### src/rtl/sigma_pkg.sv
// Shared constants and helpers for the systolic drain path.
// Pointer widths carry one extra wrap bit; row tags hold the row index within a tile.
package sigma_pkg;

  localparam int DEFAULT_DATA_WIDTH = 32;

  // Row index tag stored next to each buffered row; limits ROWS_PER_TILE to 256.
  localparam int ROW_TAG_W = 8;

  function automatic int clog2(input int value);
    int r;
    r = 0;
    while ((1 << r) < value) begin
      r++;
    end
    return r;
  endfunction

  function automatic int fifo_ptr_w(input int depth);
    return clog2(depth) + 1;
  endfunction

endpackage

### src/rtl/drain_fifo.sv
// Synchronous FIFO for aligned rows; write-to-read latency one cycle, no bypass.
// A push into a full FIFO is accepted only when a pop happens on the same edge.
module drain_fifo
  import sigma_pkg::*;
#(
  parameter int WIDTH = 8,
  parameter int DEPTH = 4
) (
  input  logic                         clk,
  input  logic                         reset_accumulator,
  input  logic                         push,
  input  logic [WIDTH-1:0]             push_dat,
  input  logic                         pop,
  output logic [WIDTH-1:0]             pop_dat,
  output logic                         full,
  output logic                         empty,
  output logic [fifo_ptr_w(DEPTH)-1:0] count
);

  localparam int PW = fifo_ptr_w(DEPTH);
  localparam int AW = PW - 1;

  logic [PW-1:0]    wr_ptr_q, wr_ptr_d;
  logic [PW-1:0]    rd_ptr_q, rd_ptr_d;
  logic [WIDTH-1:0] mem_q [DEPTH];
  logic             pop_ok;
  logic             push_ok;

  assign empty   = (wr_ptr_q == rd_ptr_q);
  assign full    = (wr_ptr_q[AW] != rd_ptr_q[AW]) && (wr_ptr_q[AW-1:0] == rd_ptr_q[AW-1:0]);
  assign count   = wr_ptr_q - rd_ptr_q;
  assign pop_ok  = pop && !empty;
  // When full, the slot being written is the one being popped this edge.
  assign push_ok = push && (!full || pop_ok);
  assign pop_dat = mem_q[rd_ptr_q[AW-1:0]];

  always_comb begin
    wr_ptr_d = wr_ptr_q;
    rd_ptr_d = rd_ptr_q;
    if (push_ok) wr_ptr_d = wr_ptr_q + PW'(1);
    if (pop_ok)  rd_ptr_d = rd_ptr_q + PW'(1);
  end

  always_ff @(posedge clk) begin
    if (reset_accumulator) begin
      wr_ptr_q <= '0;
      rd_ptr_q <= '0;
    end else begin
      wr_ptr_q <= wr_ptr_d;
      rd_ptr_q <= rd_ptr_d;
    end
  end

  always_ff @(posedge clk) begin
    if (push_ok) mem_q[wr_ptr_q[AW-1:0]] <= push_dat;
  end

endmodule

### src/rtl/systolic_drain.sv
// Deskews bottom-edge PE outputs into aligned rows, buffers them, tags tile-last rows; row_start to row_valid is NUM_COLS cycles.
// No stall upstream: full FIFO without pop drops the row (sticky overflow); DRAIN_DROP_CNT_EN adds a saturating drop_count.
module systolic_drain
  import sigma_pkg::*;
#(
  parameter int DATA_WIDTH    = DEFAULT_DATA_WIDTH,
  parameter int NUM_COLS      = 4,
  parameter int FIFO_DEPTH    = 4,
  parameter int ROWS_PER_TILE = 4,
  parameter int AFULL_SLACK   = NUM_COLS
) (
  input  logic                           clk,
  input  logic                           reset_accumulator,
  input  logic [NUM_COLS*DATA_WIDTH-1:0] col_data,
  input  logic                           row_start,
  output logic [NUM_COLS*DATA_WIDTH-1:0] row_data,
  output logic                           row_valid,
  input  logic                           row_ready,
  output logic                           row_last,
  output logic                           almost_full,
  output logic                           overflow
`ifdef DRAIN_DROP_CNT_EN
  ,
  output logic [15:0]                    drop_count
`endif
);

  localparam int ROW_W = NUM_COLS * DATA_WIDTH;
  localparam int PW    = fifo_ptr_w(FIFO_DEPTH);
  localparam int ENT_W = ROW_W + ROW_TAG_W;
  localparam int unsigned SLACK_U = AFULL_SLACK;
  localparam logic [ROW_TAG_W-1:0] LAST_IDX = ROW_TAG_W'(ROWS_PER_TILE - 1);

  logic [ROW_W-1:0]     aligned_row;
  logic                 mark_out;
  logic [ROW_TAG_W-1:0] row_cnt_q, row_cnt_d;
  logic                 overflow_q, overflow_d;
  logic                 almost_full_q, almost_full_d;
  logic                 fifo_full, fifo_empty;
  logic [PW-1:0]        fifo_count;
  logic [PW-1:0]        free_cnt;
  logic [ENT_W-1:0]     head_dat;
  logic                 drop;

  // Column j waits NUM_COLS-1-j cycles so it lines up with the last column.
  for (genvar j = 0; j < NUM_COLS; j++) begin : g_col
    localparam int STG = NUM_COLS - 1 - j;
    if (STG == 0) begin : g_pass
      assign aligned_row[j*DATA_WIDTH +: DATA_WIDTH] = col_data[j*DATA_WIDTH +: DATA_WIDTH];
    end else begin : g_dly
      logic [DATA_WIDTH-1:0] dly_q [STG];
      always_ff @(posedge clk) begin
        if (reset_accumulator) begin
          for (int k = 0; k < STG; k++) dly_q[k] <= '0;
        end else begin
          dly_q[0] <= col_data[j*DATA_WIDTH +: DATA_WIDTH];
          for (int k = 1; k < STG; k++) dly_q[k] <= dly_q[k-1];
        end
      end
      assign aligned_row[j*DATA_WIDTH +: DATA_WIDTH] = dly_q[STG-1];
    end
  end

  if (NUM_COLS == 1) begin : g_mark_none
    assign mark_out = row_start;
  end else begin : g_mark
    logic [NUM_COLS-2:0] mark_q, mark_d;
    always_comb begin
      mark_d    = '0;
      mark_d[0] = row_start;
      for (int k = 1; k < NUM_COLS - 1; k++) mark_d[k] = mark_q[k-1];
    end
    always_ff @(posedge clk) begin
      if (reset_accumulator) mark_q <= '0;
      else                   mark_q <= mark_d;
    end
    assign mark_out = mark_q[NUM_COLS-2];
  end

  drain_fifo #(
    .WIDTH (ENT_W),
    .DEPTH (FIFO_DEPTH)
  ) u_fifo (
    .clk               (clk),
    .reset_accumulator (reset_accumulator),
    .push              (mark_out),
    .push_dat          ({row_cnt_q, aligned_row}),
    .pop               (row_ready),
    .pop_dat           (head_dat),
    .full              (fifo_full),
    .empty             (fifo_empty),
    .count             (fifo_count)
  );

  assign drop     = mark_out && fifo_full && !row_ready;
  assign free_cnt = PW'(FIFO_DEPTH) - fifo_count;

  always_comb begin
    row_cnt_d     = row_cnt_q;
    overflow_d    = overflow_q || drop;
    almost_full_d = (32'(free_cnt) <= SLACK_U);
    // Dropped rows still count so tile framing survives an overflow.
    if (mark_out) row_cnt_d = (row_cnt_q == LAST_IDX) ? '0 : row_cnt_q + ROW_TAG_W'(1);
  end

  always_ff @(posedge clk) begin
    if (reset_accumulator) begin
      row_cnt_q     <= '0;
      overflow_q    <= 1'b0;
      almost_full_q <= 1'b0;
    end else begin
      row_cnt_q     <= row_cnt_d;
      overflow_q    <= overflow_d;
      almost_full_q <= almost_full_d;
    end
  end

  assign row_valid   = !fifo_empty;
  assign row_data    = fifo_empty ? '0 : head_dat[ROW_W-1:0];
  assign row_last    = !fifo_empty && (head_dat[ENT_W-1:ROW_W] == LAST_IDX);
  assign almost_full = almost_full_q;
  assign overflow    = overflow_q;

`ifdef DRAIN_DROP_CNT_EN
  logic [15:0] drop_cnt_q, drop_cnt_d;

  always_comb begin
    drop_cnt_d = drop_cnt_q;
    if (drop && (drop_cnt_q != 16'hFFFF)) drop_cnt_d = drop_cnt_q + 16'd1;
  end

  always_ff @(posedge clk) begin
    if (reset_accumulator) drop_cnt_q <= '0;
    else                   drop_cnt_q <= drop_cnt_d;
  end

  assign drop_count = drop_cnt_q;
`endif

endmodule

### config.mk
export PLATFORM = sky130hd
export DESIGN_NAME = systolic_drain
export DESIGN_NICKNAME = d
export VERILOG_FILES = /design/src/rtl/sigma_pkg.sv /design/src/rtl/drain_fifo.sv /design/src/rtl/systolic_drain.sv
export SDC_FILE = /design/constraint.sdc
export NUM_CORES = 1
export LEC_CHECK = 0
export CAP_MARGIN = 20
export CORE_MARGIN = 2
export CORE_UTILIZATION = 45
export DETAILED_ROUTE_END_ITERATION = 10
export PLACE_DENSITY = 0.69
export SLEW_MARGIN = 40
export SYNTH_ARGS = -nofsm -noshare
export SYNTH_HDL_FRONTEND = slang
export SYNTH_SLANG_ARGS = --single-unit
### constraint.sdc
create_clock -name clk -period 7.2 [get_ports clk]
set_input_delay 1.44 -clock clk [delete_from_list [all_inputs] [get_ports clk]]
set_output_delay 1.44 -clock clk [all_outputs]
set_load 0.02 [all_outputs]
==> results.ini <==
[sta]
rsz0062_at_grt=no
period_share_pct=68.0
setup_viol=0
setup_tns_ns=0
worst_clock_skew_ns=0.0138
worst_slew_pin_slew_ns=0.757
fmax_ghz=0.204
period_minus_slack_ns=4.90
slew_violations=0
max_slew_margin_pct=49.5
hold_viol=0

[critical_path]
worst-endpoint-arrival_ns=3.46
cp_max_fo=69
cp.required_ns=5.76
startpoint_type=register
critPathKind=reg2out
critical_path.startpoint=u_fifo.wr_ptr_q[1]$_SDFFE_PP0P_
reg2reg_from=u_fifo.wr_ptr_q[1]$_SDFFE_PP0P_
cp-end-kind=primary output

[outcome]
outcome=finished clean

[drt]
drt.antenna.violating_nets=0
vias_per_cell=4.98
wl_microns=48600
remaining_drc_errors=0
num_vias=12400
wl_per_cell_microns=19.6
dr.pass1.iters=6
drtIter0Drc=614

[clock_network]
cts_tree=done
clk_pin_slew_worst_paths_ns=0.06
worstSkewPairLatency_ns=0.60
clock_sinks=757
numCtsBuffers=77
ctsResizeCount=0
cts_setup_buffers=0
clockRootBuffer=clkbuf_16
clock_path_buffers=3
postCtsHoldBufs=0
cts-htree-levels=3

[worst_hold_path]
hp-class=reg2reg
hold_start=g_col[1].g_dly.dly_q[0][25]$_SDFF_PP0_

[die]
rows=88
die_w_microns=246
ioPinCount=264
core_sq_mm=0.0579
start_util_pct=45.7
die_h_microns=246
die_area_sq_mm=0.0607

[power]
power_frac_seq_pct=51.5
p_clk_share_pct=42.1
ir_drop_v=0.000194
p_int_mw=7.35
powerDensity_mw_per_mm2=284
finalPower_mw=9.25
power.switching_mw=1.89
power_leakage_nw=10.6
combPwrFrac_pct=6.4
swShare_pct=20.5

[synthesis]
synth_edf_count=544
synth_area_sq_mm=0.0264
synthCells=1362
ys.flop_type=edfxtp_1
synth_top_area_cell=edfxtp_1
async_flop_share_pct=0
synth-warning-count=0
yosysSeqAreaShare_pct=77.9
netlist.area_leader.share_pct=61.8
synth-seq-cells=757
synth_area_leaders=edfxtp_1 62%, dfxtp_1 16%, mux4_2 11%
avgSynthCellArea_sq_um=19.4
ys_types=35
syn_nets=1503

[run]
cap_violations=0

[placement]
port_buffers=263
hpwl_microns=28200
gp_congestion=0.726

[global_route]
grtUsageTotal_pct=16.2
antenna_found_initial=1
grt_overflow=0
grt_pass1_wl_microns=74400
grt_max_degree=93
grt_pass1_vias=12900

[final_layout]
syn2layout_area_growth_pct=22.9
drive_gt1_share_pct=15.7
final_nets=1796

-- critical path, cell delays in order, from the launching register on --
cell and delay, ns:
dfxtp_1 0.38, inv_1 0.10, ha_1 0.39, nand3_4 0.58, buf_4 0.56, and2_1 0.25
clkdlybuf4s50_1 0.54
-- cell usage after synthesis, types with 6 or more instances --
cell / count
and2_1: 128
buf_2: 8
buf_4: 12
clkbuf_1: 40
dfxtp_1: 213
edfxtp_1: 544
ha_1: 9
mux4_2: 129
nand2_1: 6
nand4_1: 6
nor2_1: 18
nor2b_1: 195
xor2_1: 6
-- placed cells by master, fill, tap and decap left out, drive strengths merged, types with 6 or more instances in the layout --
| cell type | netlist | layout |
|---|---|---|
| edfxtp | 544 | 544 |
| clkdlybuf4s50 | 0 | 262 |
| dfxtp | 213 | 213 |
| nor2b | 195 | 195 |
| and2 | 132 | 132 |
| mux4 | 129 | 129 |
| clkbuf | 41 | 118 |
| nor2 | 18 | 18 |
| buf | 25 | 18 |
| clkinv | 0 | 13 |
| inv | 5 | 11 |
| ha | 9 | 9 |
| nand2 | 6 | 6 |
| nand4 | 6 | 6 |
| xor2 | 6 | 6 |
| xnor2 | 6 | 6 |
-- sequential cells by signal, summed over array words and instances (netlist names), named ones only --
register / cells
g_col.g_dly.dly_q: 192
u_fifo.wr_ptr_q: 3
u_fifo.mem_q: 544
u_fifo.rd_ptr_q: 3
almost_full: 1
g_mark.mark_q: 3
overflow: 1
row_cnt_q: 8
-- through the flow --
step / instance area (sq um) / utilization, % / setup WS, ns / hold slack (ns) / cells
finish: 32500 / 56.1 / 2.30 / 0.432 / 2484
global route: 32500 / 56.1 / 2.02 / 0.450 / 2484
CTS: 32500 / 56.1 / 2.19 / 0.434 / 2483
detailed placement: 30000 / 51.8 / 2.86 / 0.420 / 2341
global placement: 29900 / 51.6 / 2.95 / 0.417 / 2336
floorplan: 26400 / - / 3.46 / 0.414 / 1362
-- cell type report --
cell class | count | area [sq um]
clock buffers | 118 | 2260
fillers | 4416 | 25400
well taps | 765 | 957
diodes | 1 | 2.50
repair buffers | 280 | 2890
clock inverters | 24 | 245
flip-flops and latches | 757 | 20600
multi-input cells | 534 | 5530
inverters | 5 | 18.8
-- cells by family after synthesis --
logic type               synth area share (%)
flip-flops                               77.9
buffers and inverters                    1.25
XOR/XNOR                                0.426
adder cells (fa/ha/maj)                 0.426
multiplexers                             11.1
AND/OR/NAND/NOR                          8.51
AO/OA/AOI/OAI                           0.388
-- power by group through the flow --
stage	Sequential [mW]	Clock, mW	Combinational, mW
4_1_cts	4.76	3.99	0.606
6_report	4.76	3.90	0.591
5_1_grt	4.77	4.17	0.635
3_5_place_dp	4.85	0	0.603
2_1_floorplan	4.84	0	0.338
3_3_place_gp	4.85	0	0.598
-- final timing paths --
check,to,cells past startpoint,slack [ns]
setup / recovery,row_data[60],6,2.30
hold reg to reg,g_col[1].g_dly.dly_q[0][57]$_SDFF_PP0_,1,0.43
hold / removal,g_col[1].g_dly.dly_q[0][57]$_SDFF_PP0_,1,0.43
setup reg to reg,u_fifo.mem_q[3][39]$_DFFE_PP_,7,4.28
-- metal layers --
metal / up-vias / global-route usage [%] / part of all wire [%]
met3: 64 / 3.20 / 4.4
met5: - / 0 / 0
met2: 266 / 27.7 / 52
met1: 6332 / 20.8 / 42
met4: 0 / 5.69 / 2.1
li1: 5705 / - / -
No activity file was read; power rests on OpenSTA's default activity.
